$ cat config.mk
export PLATFORM = sky130hd
export DESIGN_NAME = led_matrix_sprite_scanner
export DESIGN_NICKNAME = d
export VERILOG_FILES = /design/src/rtl/led_matrix_sprite_scanner.sv
export SDC_FILE = /design/constraint.sdc
export NUM_CORES = 1
export LEC_CHECK = 0
export ABC_CLOCK_PERIOD_IN_PS = 5300
export BUFFER_PORTS_ARGS = -buffer_cell sky130_fd_sc_hd__buf_2
export CELL_PAD_IN_SITES_DETAIL_PLACEMENT = 0
export CELL_PAD_IN_SITES_GLOBAL_PLACEMENT = 1
export CORE_MARGIN = 3
export CORE_UTILIZATION = 35
export CTS_CLUSTER_DIAMETER = 60
export CTS_CLUSTER_SIZE = 40
export DETAILED_ROUTE_END_ITERATION = 12
export GPL_TIMING_DRIVEN = 0
export PLACE_DENSITY_LB_ADDON = 0.1
export SYNTH_ARGS = -nofsm -noshare
export SYNTH_HDL_FRONTEND = slang
export SYNTH_SLANG_ARGS = --single-unit
$ cat constraint.sdc
create_clock -name clk -period 5.3 [get_ports clk]
set_clock_uncertainty 0.05 [all_clocks]
set_input_delay 1.325 -clock clk [delete_from_list [all_inputs] [get_ports clk]]
set_output_delay 1.325 -clock clk [all_outputs]
set_load 0.05 [all_outputs]
$ cat src/rtl/led_matrix_sprite_scanner.sv
// ---------------------------------------------------------------------------
// led_matrix_sprite_scanner
//
// Scans a ROWS x COLS LED matrix one row at a time (one-hot row select) and
// renders a 5-wide x 6-tall player sprite on the bottom six rows. The sprite
// is steered by debounced left/right buttons; a function button toggles
// between PLAY (sprite) and TEST (every LED on). Position changes are staged
// in a pending register and only copied to the displayed position at the
// start of row 0, so a frame never shows two different sprite positions.
//
// Ports:
//   clk          system clock
//   rst          synchronous active-high reset
//   left_btn     raw asynchronous button, active-high
//   right_btn    raw asynchronous button, active-high
//   function_btn raw asynchronous button, active-high, toggles mode
//   screen_row   one-hot active row (registered)
//   screen_col   column data for the active row, bit i = column i (registered)
//   human_col    displayed sprite left-column position
//   mode         0 = PLAY, 1 = TEST
//   frame_start  one-cycle pulse in the first cycle of row 0
// ---------------------------------------------------------------------------
module led_matrix_sprite_scanner #(
    parameter int ROWS     = 16,
    parameter int COLS     = 32,
    parameter int DWELL    = 1,
    parameter int MOVE_DIV = 1000,
    parameter int DEB_LEN  = 4,
    parameter int WRAP     = 0,
    parameter int CW       = $clog2(COLS)
) (
    input  logic            clk,
    input  logic            rst,
    input  logic            left_btn,
    input  logic            right_btn,
    input  logic            function_btn,
    output logic [ROWS-1:0] screen_row,
    output logic [COLS-1:0] screen_col,
    output logic [CW-1:0]   human_col,
    output logic            mode,
    output logic            frame_start
);

    // -----------------------------------------------------------------------
    // Derived widths and constants
    // -----------------------------------------------------------------------
    localparam int RW = $clog2(ROWS);
    localparam int DW = (DWELL > 1) ? $clog2(DWELL) : 1;
    localparam int PW = $clog2(MOVE_DIV);
    // The debounce counter only ever holds 0..DEB_LEN-1: reaching DEB_LEN-1
    // with one more disagreeing sample flips the state and clears it.
    localparam int BW = (DEB_LEN > 1) ? $clog2(DEB_LEN) : 1;
    localparam int NB = 3;

    localparam int BTN_LEFT  = 0;
    localparam int BTN_RIGHT = 1;
    localparam int BTN_FUNC  = 2;

    localparam logic [CW-1:0] POS_MAX    = CW'(COLS - 5);
    localparam logic [RW-1:0] ROW_LAST   = RW'(ROWS - 1);
    localparam logic [RW-1:0] SPRITE_TOP = RW'(ROWS - 6);
    localparam logic [DW-1:0] DWELL_LAST = DW'(DWELL - 1);
    localparam logic [PW-1:0] TICK_AT    = PW'(MOVE_DIV - 1);
    localparam logic [BW-1:0] DEB_LAST   = BW'(DEB_LEN - 1);

    typedef enum logic {
        MODE_PLAY = 1'b0,
        MODE_TEST = 1'b1
    } mode_e;

    // -----------------------------------------------------------------------
    // Button synchronisers and debouncers (one identical slice per button)
    // -----------------------------------------------------------------------
    logic [NB-1:0] btn_raw;
    logic [NB-1:0] btn_deb;

    assign btn_raw[BTN_LEFT]  = left_btn;
    assign btn_raw[BTN_RIGHT] = right_btn;
    assign btn_raw[BTN_FUNC]  = function_btn;

    generate
        for (genvar gi = 0; gi < NB; gi++) begin : g_btn
            logic          sync1_q, sync1_d;
            logic          sync2_q, sync2_d;
            logic          deb_q,   deb_d;
            logic [BW-1:0] cnt_q,   cnt_d;

            always_comb begin
                sync1_d = btn_raw[gi];
                sync2_d = sync1_q;
                deb_d   = deb_q;
                cnt_d   = '0;
                // Any sample agreeing with the debounced state restarts the
                // count; DEB_LEN disagreeing samples in a row flip it.
                if (sync2_q != deb_q) begin
                    if (cnt_q == DEB_LAST) begin
                        deb_d = sync2_q;
                    end else begin
                        cnt_d = cnt_q + 1'b1;
                    end
                end
            end

            always_ff @(posedge clk) begin
                if (rst) begin
                    sync1_q <= 1'b0;
                    sync2_q <= 1'b0;
                    deb_q   <= 1'b0;
                    cnt_q   <= '0;
                end else begin
                    sync1_q <= sync1_d;
                    sync2_q <= sync2_d;
                    deb_q   <= deb_d;
                    cnt_q   <= cnt_d;
                end
            end

            assign btn_deb[gi] = deb_q;
        end
    endgenerate

    // -----------------------------------------------------------------------
    // State
    // -----------------------------------------------------------------------
    logic [RW-1:0]   row_q,         row_d;
    logic [DW-1:0]   dwell_q,       dwell_d;
    logic [PW-1:0]   pre_q,         pre_d;
    logic [CW-1:0]   pend_q,        pend_d;
    logic [CW-1:0]   human_col_q,   human_col_d;
    logic            fn_prev_q,     fn_prev_d;
    mode_e           mode_q,        mode_d;
    logic [ROWS-1:0] screen_row_q,  screen_row_d;
    logic [COLS-1:0] screen_col_q,  screen_col_d;
    logic            frame_start_q, frame_start_d;

    logic          advance;
    logic          tick;
    logic          go_right;
    logic          go_left;
    logic [RW-1:0] sprite_rel;
    logic [4:0]    sprite_pat;

    // -----------------------------------------------------------------------
    // Next-state logic
    // -----------------------------------------------------------------------
    always_comb begin
        // Row scan: hold each row for DWELL clocks.
        advance = (dwell_q == DWELL_LAST);
        dwell_d = advance ? '0 : dwell_q + 1'b1;
        row_d   = row_q;
        if (advance) begin
            row_d = (row_q == ROW_LAST) ? '0 : row_q + 1'b1;
        end
        frame_start_d = advance && (row_q == ROW_LAST);

        // Mode toggles one cycle after a debounced rising edge.
        fn_prev_d = btn_deb[BTN_FUNC];
        mode_d    = mode_q;
        if (btn_deb[BTN_FUNC] && !fn_prev_q) begin
            mode_d = (mode_q == MODE_PLAY) ? MODE_TEST : MODE_PLAY;
        end

        // Movement prescaler.
        tick  = (pre_q == TICK_AT);
        pre_d = tick ? '0 : pre_q + 1'b1;

        // Pending position. Edge tests come before the +/-1 so the CW-bit
        // arithmetic never overflows or underflows.
        go_right = btn_deb[BTN_RIGHT] && !btn_deb[BTN_LEFT];
        go_left  = btn_deb[BTN_LEFT]  && !btn_deb[BTN_RIGHT];
        pend_d   = pend_q;
        if (tick && (mode_q == MODE_PLAY)) begin
            if (go_right) begin
                if (pend_q == POS_MAX) begin
                    pend_d = (WRAP != 0) ? '0 : POS_MAX;
                end else begin
                    pend_d = pend_q + 1'b1;
                end
            end else if (go_left) begin
                if (pend_q == '0) begin
                    pend_d = (WRAP != 0) ? POS_MAX : '0;
                end else begin
                    pend_d = pend_q - 1'b1;
                end
            end
        end

        // Displayed position only changes as row 0 begins. A tick landing on
        // that same edge updates pend_d, which the next frame picks up.
        human_col_d = frame_start_d ? pend_q : human_col_q;

        // Sprite bitmap for the row about to be shown. Bit k of the pattern
        // is column offset k; every row pattern is a palindrome.
        sprite_rel = '0;
        sprite_pat = 5'b00000;
        if (row_d >= SPRITE_TOP) begin
            sprite_rel = row_d - SPRITE_TOP;
            case (sprite_rel)
                RW'(0), RW'(1), RW'(2): sprite_pat = 5'b01110;
                RW'(3):                 sprite_pat = 5'b10101;
                RW'(4):                 sprite_pat = 5'b01110;
                RW'(5):                 sprite_pat = 5'b10001;
                default:                sprite_pat = 5'b00000;
            endcase
        end

        // Row and column are both computed from next-state values so they
        // land in the output registers on the same edge.
        screen_row_d = {{(ROWS-1){1'b0}}, 1'b1} << row_d;
        if (mode_d == MODE_TEST) begin
            screen_col_d = '1;
        end else begin
            screen_col_d = {{(COLS-5){1'b0}}, sprite_pat} << human_col_d;
        end
    end

    // -----------------------------------------------------------------------
    // Registers
    // -----------------------------------------------------------------------
    always_ff @(posedge clk) begin
        if (rst) begin
            row_q         <= '0;
            dwell_q       <= '0;
            pre_q         <= '0;
            pend_q        <= '0;
            human_col_q   <= '0;
            fn_prev_q     <= 1'b0;
            mode_q        <= MODE_PLAY;
            screen_row_q  <= {{(ROWS-1){1'b0}}, 1'b1};
            screen_col_q  <= '0;
            frame_start_q <= 1'b0;
        end else begin
            row_q         <= row_d;
            dwell_q       <= dwell_d;
            pre_q         <= pre_d;
            pend_q        <= pend_d;
            human_col_q   <= human_col_d;
            fn_prev_q     <= fn_prev_d;
            mode_q        <= mode_d;
            screen_row_q  <= screen_row_d;
            screen_col_q  <= screen_col_d;
            frame_start_q <= frame_start_d;
        end
    end

    assign screen_row  = screen_row_q;
    assign screen_col  = screen_col_q;
    assign human_col   = human_col_q;
    assign mode        = mode_q;
    assign frame_start = frame_start_q;

endmodule

# ---- After elaboration in Yosys (flattened, before gate mapping)
# Index checks and enable logic that the tools add are counted.
# W data, S select, Z words.
dict set report op_classes {
  n_reduce_logical 21
  n_mul 0
  eq_ne 14
  bitwise 5
  n_addsub 9
  mux 12
  shifts 2
  div_mod_pow 0
  order_cmp 1
}
# operator count
set op_table {}
lappend op_table {{$mux W32} 1}
lappend op_table {{$shl A5 B5 Y32} 1}
lappend op_table {{$mux W5} 6}
lappend op_table {{$shl A1 B4 Y16 const A} 1}
lappend op_table {{$pmux W5 S3} 1}
lappend op_table {{$add A10 B1 Y10 const B} 1}
lappend op_table {{$eq A10 B10 Y1 const B} 1}
lappend op_table {{$reduce_or A3 Y1} 3}
lappend op_table {{$eq A4 B2 Y1 const B} 2}
lappend op_table {{$eq A4 B3 Y1 const B} 2}
lappend op_table {{$mux W4} 2}
lappend op_table {{$reduce_and A2 Y1} 4}
lappend op_table {{$add A2 B1 Y2 const B} 3}
lappend op_table {{$eq A2 B2 Y1 const B} 3}
lappend op_table {{$add A5 B1 Y5 const B} 1}
lappend op_table {{$eq A5 B5 Y1 const B} 1}
lappend op_table {{$logic_and A1 B1 Y1} 5}
lappend op_table {{$logic_not A5 Y1} 1}
lappend op_table {{$not A1 Y1} 5}
lappend op_table {{$sub A5 B1 Y5 const B} 1}
lappend op_table {{$add A4 B1 Y4 const B} 1}
lappend op_table {{$eq A4 B1 Y1 const B} 1}
lappend op_table {{$eq A4 B4 Y1 const B} 1}
lappend op_table {{$ge A4 B4 Y1 const B} 1}
lappend op_table {{other kinds (9)} 15}
dict set report word_totals {
  out_inout_bits 55
  ff_bits 91
  latch_bits 0
  mem_bits_rw 0
  memories 0
  rom_bits 0
}

# ---- Longest topological paths before layout
# Gate-level depths: netlist of run 1.
dict set report logic_depth {
  ltp_word 10
  depth_mapped 10
  ltp_nobuf 10
}

# ---- Worst setup path after synthesis of run 1
# Ideal clock, no wire load.
dict set report synth_timing {
  path_kind {reg2reg}
  from {reg row_q[0]}
  to {reg screen_col_q[22] (netlist: screen_col[22])}
  stages_incl_launch_ff 10
  t_arrival_ps 2390
  setup_time_ps 127
  path_buffers 0
  path_slack_ps 2733
  path_cell_list {dfxtp_1 ha_1 nor2b_1 xnor2_1 ha_1 o31a_1 o2111ai_1 mux2i_1 a221oi_2 nor2_1}
}
dict set report synth_via {
  elab_chain_cells 10
  word_cells_on_any_way 19
  classes_between {add/sub: 2; order compare: 1; eq/ne: 6; shift: 1; mux: 6; reduce/logical: 3}
}
# item line_no
set synth_rtl {}
lappend synth_rtl {{start: declaration} 125} ;# logic [RW-1:0] row_q, row_d;
lappend synth_rtl {{start signal: assignment} 233} ;# row_q <= row_d;
lappend synth_rtl {{$add A4 B1 Y4 or $eq A4 B4 Y1 (tied branches)} {152, 154}}
lappend synth_rtl {{$mux W4} 152} ;# row_d = (row_q == ROW_LAST) ? '0 : row_q + 1'b1;
lappend synth_rtl {{$mux W4} 151} ;# if (advance) begin
lappend synth_rtl {{$sub A4 B4 Y4} 197} ;# sprite_rel = row_d - SPRITE_TOP;
lappend synth_rtl {{$eq A4 B3 Y1 (tied with other cells)} 198} ;# case (sprite_rel)
lappend synth_rtl {{$reduce_or A4 Y1 (no source line)} -}
lappend synth_rtl {{$pmux W5 S3} 198}
lappend synth_rtl {{$mux W5} 196} ;# if (row_d >= SPRITE_TOP) begin
lappend synth_rtl {{$shl A5 B5 Y32 (*)} 213} ;# screen_col_d = {{(COLS-5){1'b0}}, sprite_pat} << human_col_d;
lappend synth_rtl {{$mux W32 (*)} 210} ;# if (mode_d == MODE_TEST) begin
lappend synth_rtl {{end signal: assignment} 241} ;# screen_col_q <= screen_col_d;
lappend synth_rtl {{end: declaration} 133} ;# logic [COLS-1:0] screen_col_q, screen_col_d;
# Mark *: on every way between the ends. The rest lies on a longest branch, timed or not.
# A chain may end at the register's enable or synchronous reset.

# ---- Final worst setup path of run 1
dict set report layout_timing {
  from {reg row_q[0]}
  to {reg screen_col_q[4] (netlist: screen_col[4])}
}
# The elaborated chain is that of the path after synthesis.

==> flow_metrics.py, run 1 <==
metrics = {
    "placement": {
        "place_congestion": 0.807,
        "place_ws_ns": 2.30,
        "post-place-cells": 574,
        "io_buffers": 58,
        "dp_hpwl_microns": 5640,
    },
    "worst_setup_path": {
        "critPathKind": "flip-flop to flip-flop",
        "slowest_delay_ns": 0.35,
        "crit_top_cell": "ha_1",
        "timing.reg2reg.setup_slack_ns": 2.29,
        "crit_slowest_cell": "dfxtp_1",
        "crit_path_end_kind": "flip-flop",
        "arrival_ns": 3.25,
        "reg2reg_depth": 10,
        "reg2reg_from": "row_q[0]$_SDFF_PP0_",
        "required_ns": 5.54,
        "timing.rr.end": "screen_col[4]$_SDFF_PP0_",
        "worst_setup_path_start_kind": "flip-flop",
        "cp_max_fo": 5,
        "worstPathCellList": "ha_1 > nor2b_1 > xnor2_1 > ha_1 > and2_1 > nor3b_1 > nand3_1 > mux2i_1 > a221oi_2 > nor2_1",
    },
    "cells_and_area": {
        "fin_util": 0.431,
        "regArea_sq_um": 1820,
        "stdcell_count": 590,
        "final_layout_size_suffix_gt1_frac": 0.214,
        "area_growth_pct": 18.7,
        "layout.nets": 466,
        "multi_input_area_sq_um": 1640,
        "n_fill_cell": 1061,
        "n_antenna_cell": 0,
    },
    "grt": {
        "track_usage": 0.145,
        "gr-total-overflow": 0,
        "first_global_vias": 2718,
        "antenna_found_initial": 0,
        "grt_max_degree": 15,
        "grt_pass1_wl_microns": 13000,
    },
    "timing": {
        "setup-violations-final": 0,
        "whs_ns": 0.369,
        "maxSlewViolCount": 0,
        "tightest_slew_ns": 0.807,
        "tns_ns": 0,
        "fin_crit_sh": 0.568,
        "fmax_ghz": 0.332,
        "relSlewSlack": 0.446,
        "rsz0062_at_grt": "no",
        "fin_crit_ns": 3.01,
        "report.final.hold_viol_count": 0,
        "setup_ws_ns": 2.29,
    },
    "clock_network": {
        "postCtsSetupRepairBufs": 0,
        "cts_made_buffers": 9,
        "clock_sinks": 91,
        "ctsLongestPathBuffers": 2,
        "h-tree-depth": 3,
        "insertion_delay_ns": 0.35,
        "clkTransAtPathRegs_ns": 0.08,
        "cts_hold_buf": 0,
        "cts_tree": "done",
        "root_buffer": "clkbuf_8",
        "cts_resized": 0,
    },
    "floorplan": {
        "rows": 36,
        "core_sq_um": 9820,
        "die_area_sq_um": 11400,
        "ios": 60,
        "start_util": 0.363,
        "die_w_microns": 107,
        "die_h_microns": 107,
    },
    "synthesis": {
        "synth_cells": 383,
        "yosys.area.top_type": "dfxtp_1",
        "ys_types": 56,
        "synth_top_area_share": 0.511,
        "ys.flop_type": "dfxtp_1",
        "synthTopCellsByArea": "dfxtp_1, nor2_1, ha_1",
        "async_flop_share": 0,
        "synthAdderAreaFrac": 0.0316,
        "synth_nets": 397,
        "netlist_area_sq_um": 3560,
        "synth_top_family_by_area": "simple AND/OR/NAND/NOR gates",
        "synth_compound_area_frac": 0.124,
        "synth_seq_area_share": 0.511,
        "synth_edf_count": 0,
        "avgSynthCellArea_sq_um": 9.31,
        "synthSimpleGateAreaFrac": 0.233,
        "yosysWarnings": 0,
        "synth-seq-cells": 91,
        "synth_most_common_cell": "dfxtp_1",
        "synth_mux_area_frac": 0.0344,
        "yosys-top-cells-count": "dfxtp_1, nor2_1, a21oi_1",
        "synthXorXnorAreaFrac": 0.0369,
    },
    "route": {
        "drc": 0,
        "dr.pass1.iters": 4,
        "wl_per_cell_microns": 12.9,
        "top_layer": "met4",
        "via_per_inst": 4.77,
        "detail_route.iter0.violations": 80,
        "met1_length_microns": 3630,
        "via_count": 2812,
        "dr_wl_met2_microns": 3390,
        "ant_nets": 0,
        "wl_met3_microns": 451,
        "wl_microns": 7600,
    },
    "worst_hold_path": {
        "holdPathEnd": "g_btn[2].cnt_q[0]$_SDFF_PP0_",
        "min_from": "g_btn[2].cnt_q[0]$_SDFF_PP0_",
        "hold_depth": 1,
        "min_path_type": "flip-flop to flip-flop",
    },
    "pwr": {
        "p_leak_nw": 1.85,
        "irDropWorstVdd_uv": 123,
        "power_density_nw_per_um2": 302,
    },
    "flow_run": {
        "cap_violations": 0,
    },
    "run_status": {
        "status": "finished clean",
    },
}
worst max-delay path by stage:
stage / startpoint / slack (ns) / to / depth (start not counted)
floorplan: row_q[0]$_SDFF_PP0_ / 2.73 / screen_col[22]$_SDFF_PP0_ / 9
global placement: row_q[0]$_SDFF_PP0_ / 2.32 / screen_col[28]$_SDFF_PP0_ / 10
detailed placement: row_q[0]$_SDFF_PP0_ / 2.30 / screen_col[4]$_SDFF_PP0_ / 10
CTS: row_q[0]$_SDFF_PP0_ / 2.26 / screen_col[4]$_SDFF_PP0_ / 10
global route: row_q[0]$_SDFF_PP0_ / 1.93 / screen_col[4]$_SDFF_PP0_ / 10
finish: row_q[0]$_SDFF_PP0_ / 2.29 / screen_col[4]$_SDFF_PP0_ / 10
placed cells by master (no fill, tap or decap), types with 3 or more instances in the layout:
master    synthesis  final
or2_2             3      3
or3_1             7      7
buf_2             1     59
o21ai_1           8      8
and3_1            4      4
nand4_1           3      3
xor2_1            6      6
nor3_1            7      7
clkbuf_1         11     13
clkbuf_8          0      9
inv_1            11     11
nor3b_1           3      3
xnor2_1           9      9
nor2_1           87     87
nand3_1          11     11
ha_1              9      9
nand2_1          11     11
a21oi_1          15     15
o21ai_0          13     13
nor2b_1          11     11
a221oi_2          4      4
nand2b_1          5      5
dfxtp_1          91     91
mux2i_1          10     10
metal layers:
metal | track usage | vias up
met4 | 0.0502 | 0
met2 | 0.227 | 70
met3 | 0.0397 | 12
li1 | - | 1437
met5 | 0 | -
met1 | 0.192 | 1293
metrics by stage:
stage,instance area (sq um),total power (W)
6_report,4230,0.00128
5_1_grt,4230,0.00134
4_1_cts,4230,0.00130
3_5_place_dp,4020,0.000799
3_3_place_gp,4020,0.000799
2_1_floorplan,3560,0.000780
flip-flops by register name, indices dropped and copies added (netlist names):
signal         cells
dwell_q            1
g_btn.cnt_q        6
fn_prev_d          1
g_btn.sync1_q      3
g_btn.deb_q        2
g_btn.sync2_q      3
screen_col        32
pre_q             10
mode               1
fn_prev_q          1
row_q              4
screen_row        16
pend_q             5
frame_start        1
human_col          5
report_power, final:
| group | internal (W) | switching [W] |
|---|---|---|
| sequential | 0.000693 | 0.00000662 |
| clock | 0.000264 | 0.000232 |
| combinational | 0.0000258 | 0.0000568 |
kinds of logic (layout without fill, tap and decap cells):
logic type                 Yosys count  count (layout)
other                                1               1
buffers and inverters               26             100
muxes                               12              12
xor gates and xnor gates            15              15
AOI/OAI and AO/OA                   63              63
adders and majority gates            9               9
and+or+nand+nor                    166             166
DFF                                 91              91
final cells by class:
type / instances / share of cell area
multi-input combinational: 266 / 0.388
tap: 133 / 0.0393
clock inverter: 5 / 0.0183
sequential: 91 / 0.431
clock buffer: 11 / 0.0311
timing repair buffer: 58 / 0.0686
inverter: 12 / 0.0106
buffer: 14 / 0.0136
worst max-delay path: cells and delay by family, from the launching register on:
family,cells,cell delay (ns)
adders and majority gates,2,0.63
muxes,1,0.34
DFF,1,0.35
AOI/OAI and AO/OA,1,0.16
and+or+nand+nor,5,1.07
xor gates and xnor gates,1,0.35
Power figures use the tool's default switching activity.
==> inputs of run 2 (changes only) <==
--- a/config.mk
+++ b/config.mk
@@ -5,7 +5,7 @@
 export SDC_FILE = /design/constraint.sdc
 export NUM_CORES = 1
 export LEC_CHECK = 0
-export ABC_CLOCK_PERIOD_IN_PS = 5300
+export ABC_CLOCK_PERIOD_IN_PS = 2900
 export BUFFER_PORTS_ARGS = -buffer_cell sky130_fd_sc_hd__buf_2
 export CELL_PAD_IN_SITES_DETAIL_PLACEMENT = 0
 export CELL_PAD_IN_SITES_GLOBAL_PLACEMENT = 1
==> constraint.sdc (replaced) <==
create_clock -name clk -period 2.9 [get_ports clk]
set_clock_uncertainty 0.05 [all_clocks]
set_input_delay 0.725 -clock clk [delete_from_list [all_inputs] [get_ports clk]]
set_output_delay 0.725 -clock clk [all_outputs]
set_load 0.05 [all_outputs]
==> flow_metrics.py, run 2 (same netlist as run 1, synthesis figures left out) <==
metrics = {
    "run_status": {
        "status": "finished clean",
    },
    "timing": {
        "relSlewSlack": 0.502,
        "rsz0062_at_grt": "yes",
        "fin_crit_sh": 0.943,
        "setup_ws_ns": 0.166,
        "whs_ns": 0.369,
        "setup-violations-final": 0,
        "tightest_slew_ns": 0.733,
        "fin_crit_ns": 2.73,
        "report.final.hold_viol_count": 0,
        "maxSlewViolCount": 0,
        "fmax_ghz": 0.366,
    },
    "clock_network": {
        "cts_tree": "done",
        "cts_made_buffers": 9,
        "h-tree-depth": 3,
        "ctsLongestPathBuffers": 2,
        "cts_hold_buf": 0,
        "clkTransAtPathRegs_ns": 0.08,
        "clock_sinks": 91,
        "root_buffer": "clkbuf_8",
        "insertion_delay_ns": 0.36,
    },
    "pwr": {
        "power_w": 0.00235,
        "power_density_nw_per_um2": 540,
        "p_leak_nw": 1.83,
        "irDropWorstVdd_uv": 224,
    },
    "route": {
        "dr.pass1.iters": 4,
        "wl_per_cell_microns": 13.1,
        "detail_route.iter0.violations": 70,
        "via_count": 2805,
        "top_layer": "met4",
        "wl_microns": 7710,
        "wl_met3_microns": 416,
        "dr_wl_met2_microns": 3500,
        "ant_nets": 0,
        "drc": 0,
        "via_per_inst": 4.75,
        "met1_length_microns": 3700,
    },
    "worst_setup_path": {
        "timing.reg2reg.setup_slack_ns": 0.17,
        "reg2reg_from": "row_q[0]$_SDFF_PP0_",
        "crit_start": "row_q[0]$_SDFF_PP0_",
        "critPathKind": "flip-flop to flip-flop",
        "crit_path_end_kind": "flip-flop",
        "cp_max_fo": 5,
        "required_ns": 3.09,
        "timing.rr.end": "screen_col[31]$_SDFF_PP0_",
        "arrival_ns": 2.92,
        "worst_setup_path_start_kind": "flip-flop",
        "cp-endpoint": "screen_col[31]$_SDFF_PP0_",
        "reg2reg_depth": 10,
    },
    "cells_and_area": {
        "layout_common_cells": "dfxtp_1, nor2_1, buf_2, a21oi_1, clkbuf_1",
        "n_antenna_cell": 0,
        "area_growth_pct": 22.3,
        "final_common_cell": "dfxtp_1",
        "layout.nets": 467,
        "multi_input_area_sq_um": 1760,
        "final_layout_size_suffix_gt1_frac": 0.238,
        "largest_reg_flops": 32,
        "regArea_sq_um": 1820,
        "n_fill_cell": 1049,
    },
    "floorplan": {
        "start_util": 0.363,
        "rows": 36,
        "die_area_sq_um": 11400,
        "core_sq_um": 9820,
        "die_h_microns": 107,
        "die_w_microns": 107,
        "ios": 60,
    },
    "grt": {
        "gr-total-overflow": 0,
        "antenna_found_initial": 0,
        "track_usage": 0.145,
        "grt_pass1_wl_microns": 13100,
        "grt_max_degree": 15,
        "first_global_vias": 2721,
    },
    "placement": {
        "place_ws_ns": -0.0975,
        "io_buffers": 58,
        "place_congestion": 0.807,
        "dp_hpwl_microns": 5640,
    },
    "flow_run": {
        "cap_violations": 0,
    },
    "worst_hold_path": {
        "min_path_type": "flip-flop to flip-flop",
    },
}
[run 2: routing by layer]
| metal | GRT usage | up-vias |
|---|---|---|
| met1 | 0.192 | 1291 |
| met3 | 0.0397 | 8 |
| met2 | 0.227 | 63 |
| met4 | 0.0502 | 0 |
| li1 | - | 1443 |
| met5 | 0 | - |
[run 2: cell type report]
cell class                 count  area share
sequential                    91       0.418
multi-input combinational    266       0.404
timing repair buffer          59      0.0683
tap                          133      0.0382
clock buffer                  11      0.0301
clock inverter                 5      0.0178
buffer                        14      0.0132
inverter                      12      0.0103
[run 2: worst min path at each step]
stage                                            start                      endpoint  slack (ns)  depth (start not counted)
after global routing      g_btn[1].cnt_q[0]$_SDFF_PP0_  g_btn[1].cnt_q[0]$_SDFF_PP0_        0.40                          1
final                     g_btn[2].cnt_q[0]$_SDFF_PP0_  g_btn[2].cnt_q[0]$_SDFF_PP0_        0.37                          1
after CTS                 g_btn[2].cnt_q[0]$_SDFF_PP0_  g_btn[2].cnt_q[0]$_SDFF_PP0_        0.38                          1
after floorplan           g_btn[0].cnt_q[0]$_SDFF_PP0_  g_btn[0].cnt_q[0]$_SDFF_PP0_        0.35                          1
after global placement    g_btn[1].cnt_q[0]$_SDFF_PP0_  g_btn[1].cnt_q[0]$_SDFF_PP0_        0.36                          1
after detailed placement  g_btn[1].cnt_q[0]$_SDFF_PP0_  g_btn[1].cnt_q[0]$_SDFF_PP0_        0.36                          1
[run 2: repair_timing]
action / in CTS / in global routing
buffers inserted: 0 / 1
setup endpoints to repair: 20 / 25
pin swaps: 0 / 3
resized for setup: 3 / 17
gates cloned: 0 / 0
[run 2: critical path, cell delays in order, from the launching register on]
cell	delay (ns)
dfxtp_1	0.40
ha_2	0.30
mux2_2	0.31
inv_2	0.11
ha_1	0.28
nand2b_1	0.20
nor3b_4	0.17
nand3_1	0.17
mux2i_4	0.13
a221oi_4	0.42
nor2_1	0.09
[run 2: through the flow]
step | utilization | cells | TNS [ns] | area, sq um
floorplan | - | 383 | 0 | 3560
global placement | 0.410 | 574 | -0.567 | 4020
detailed placement | 0.410 | 574 | -0.959 | 4020
CTS | 0.432 | 590 | 0 | 4250
global route | 0.444 | 591 | -0.0478 | 4360
finish | 0.444 | 591 | 0 | 4360
[run 2: report_power, final]
group / internal [W] / switching (W) / leakage (nW) / total [W]
combinational: 0.0000530 / 0.000109 / 0.991 / 0.000162
clock: 0.000483 / 0.000427 / 0.103 / 0.000910
sequential: 0.00127 / 0.0000124 / 0.736 / 0.00128
==> inputs of run 3 (changes only) <==
--- a/config.mk
+++ b/config.mk
@@ -9,7 +9,7 @@
 export BUFFER_PORTS_ARGS = -buffer_cell sky130_fd_sc_hd__buf_2
 export CELL_PAD_IN_SITES_DETAIL_PLACEMENT = 0
 export CELL_PAD_IN_SITES_GLOBAL_PLACEMENT = 1
-export CORE_MARGIN = 3
+export CORE_MARGIN = 4
 export CORE_UTILIZATION = 35
 export CTS_CLUSTER_DIAMETER = 60
 export CTS_CLUSTER_SIZE = 40
==> flow_metrics.py, run 3 (same netlist as run 1, synthesis figures left out) <==
metrics = {
    "clock_network": {
        "clock_sinks": 91,
        "ctsLongestPathBuffers": 2,
        "root_buffer": "clkbuf_8",
        "cts_made_buffers": 9,
        "h-tree-depth": 3,
        "cts_hold_buf": 0,
        "clkTransAtPathRegs_ns": 0.09,
        "insertion_delay_ns": 0.35,
        "cts_tree": "done",
    },
    "worst_setup_path": {
        "cp_max_fo": 5,
        "timing.reg2reg.setup_slack_ns": 0.16,
        "reg2reg_from": "row_q[0]$_SDFF_PP0_",
        "crit_path_end_kind": "flip-flop",
        "worst_setup_path_start_kind": "flip-flop",
        "required_ns": 3.14,
        "reg2reg_depth": 11,
        "arrival_ns": 2.98,
        "timing.rr.end": "screen_col[5]$_SDFF_PP0_",
        "critPathKind": "flip-flop to flip-flop",
    },
    "timing": {
        "fin_crit_sh": 0.944,
        "tns_ns": 0,
        "maxSlewViolCount": 0,
        "relSlewSlack": 0.464,
        "tightest_slew_ns": 0.788,
        "setup-violations-final": 0,
        "report.final.hold_viol_count": 0,
        "fmax_ghz": 0.365,
        "fin_crit_ns": 2.74,
        "setup_ws_ns": 0.161,
        "whs_ns": 0.372,
    },
    "grt": {
        "gr-total-overflow": 0,
        "track_usage": 0.141,
        "grt_max_degree": 16,
        "first_global_vias": 2732,
        "grt_pass1_wl_microns": 13000,
        "antenna_found_initial": 0,
    },
    "cells_and_area": {
        "final_layout_size_suffix_gt1_frac": 0.249,
        "regArea_sq_um": 1820,
        "n_antenna_cell": 0,
        "layout.nets": 471,
        "largest_reg_flops": 32,
        "n_fill_cell": 992,
        "multi_input_area_sq_um": 1720,
        "layout_common_cells": "dfxtp_1, nor2_1, buf_2, a21oi_1, o21ai_0",
        "final_common_cell": "dfxtp_1",
        "fin_util": 0.439,
        "area_growth_pct": 21.4,
    },
    "route": {
        "wl_microns": 8120,
        "drc": 0,
        "ant_nets": 0,
        "wl_per_cell_microns": 13.6,
        "via_count": 2828,
        "detail_route.iter0.violations": 83,
        "dr.pass1.iters": 4,
        "via_per_inst": 4.75,
    },
    "floorplan": {
        "rows": 36,
        "ios": 60,
        "start_util": 0.361,
        "die_area_sq_um": 11900,
        "die_w_microns": 109,
        "die_h_microns": 109,
        "core_sq_um": 9860,
    },
    "placement": {
        "place_congestion": 0.799,
        "io_buffers": 58,
        "dp_hpwl_microns": 5830,
        "place_ws_ns": -0.0992,
    },
    "worst_hold_path": {
        "hold_depth": 1,
        "min_path_type": "flip-flop to flip-flop",
        "holdPathEnd": "g_btn[1].cnt_q[0]$_SDFF_PP0_",
        "min_from": "g_btn[1].cnt_q[0]$_SDFF_PP0_",
    },
    "run_status": {
        "status": "finished clean",
    },
    "flow_run": {
        "cap_violations": 0,
    },
    "pwr": {
        "power_density_nw_per_um2": 519,
        "p_leak_nw": 1.85,
        "irDropWorstVdd_uv": 242,
        "power_w": 0.00225,
    },
}
==> run 3: final cells by class <==
cell class                      count  area share
Sequential cell                    91       0.421
Multi-Input combinational cell    266       0.398
Timing Repair Buffer               63      0.0758
Tap cell                          133      0.0385
Clock buffer                       11      0.0350
Buffer                             14      0.0133
Inverter                           12      0.0104
Clock inverter                      5     0.00810
==> run 3: where the power goes <==
part           total, W  switching [W]  internal, W
Clock          0.000810       0.000448     0.000362
Combinational  0.000158       0.000108    0.0000494
Sequential      0.00128      0.0000124      0.00127
Total           0.00225       0.000568      0.00168
==> run 3: repair_timing <==
action / 4_1_cts / 5_1_grt
resized for setup: 2 / 12
endpoints found under the setup margin: 14 / 27
setup buffers: 2 / 3
pin swaps: 1 / 2
==> run 3: worst max path at each step <==
stage | end | startpoint | cells after the start | slack, ns
floorplan | screen_col[22]$_SDFF_PP0_ | row_q[0]$_SDFF_PP0_ | 9 | 0.33
global placement | screen_col[20]$_SDFF_PP0_ | row_q[0]$_SDFF_PP0_ | 9 | -0.11
detailed placement | screen_col[4]$_SDFF_PP0_ | row_q[0]$_SDFF_PP0_ | 9 | -0.1
CTS | screen_col[31]$_SDFF_PP0_ | row_q[0]$_SDFF_PP0_ | 9 | 0.01
global route | screen_col[5]$_SDFF_PP0_ | row_q[0]$_SDFF_PP0_ | 11 | -0.03
finish | screen_col[5]$_SDFF_PP0_ | row_q[0]$_SDFF_PP0_ | 11 | 0.16
==> run 3: per-layer routing <==
| layer | global-route usage | vias up | share of wire |
|---|---|---|---|
| met5 | 0 | - | 0 |
| met4 | 0.0658 | 0 | 0.024 |
| met3 | 0.0420 | 17 | 0.061 |
| met2 | 0.209 | 61 | 0.43 |
| met1 | 0.187 | 1300 | 0.48 |
| li1 | - | 1450 | - |
==> run 3: worst max-delay path: stages, from the launching register on <==
cell and delay (ns):
dfxtp_1 0.39, ha_2 0.30, mux2_2 0.32, inv_2 0.11, ha_1 0.28, and2_1 0.19
o21ai_0 0.19, nand4b_2 0.24, mux2i_4 0.27, a221oi_2 0.09, buf_4 0.17, nor2_1 0.09
==> run 3: stage by stage <==
| stage | area (sq um) | instances |
|---|---|---|
| 6_report | 4330 | 595 |
| 5_1_grt | 4330 | 595 |
| 4_1_cts | 4230 | 592 |
| 3_5_place_dp | 4020 | 574 |
| 3_3_place_gp | 4020 | 574 |
| 2_1_floorplan | 3560 | 383 |
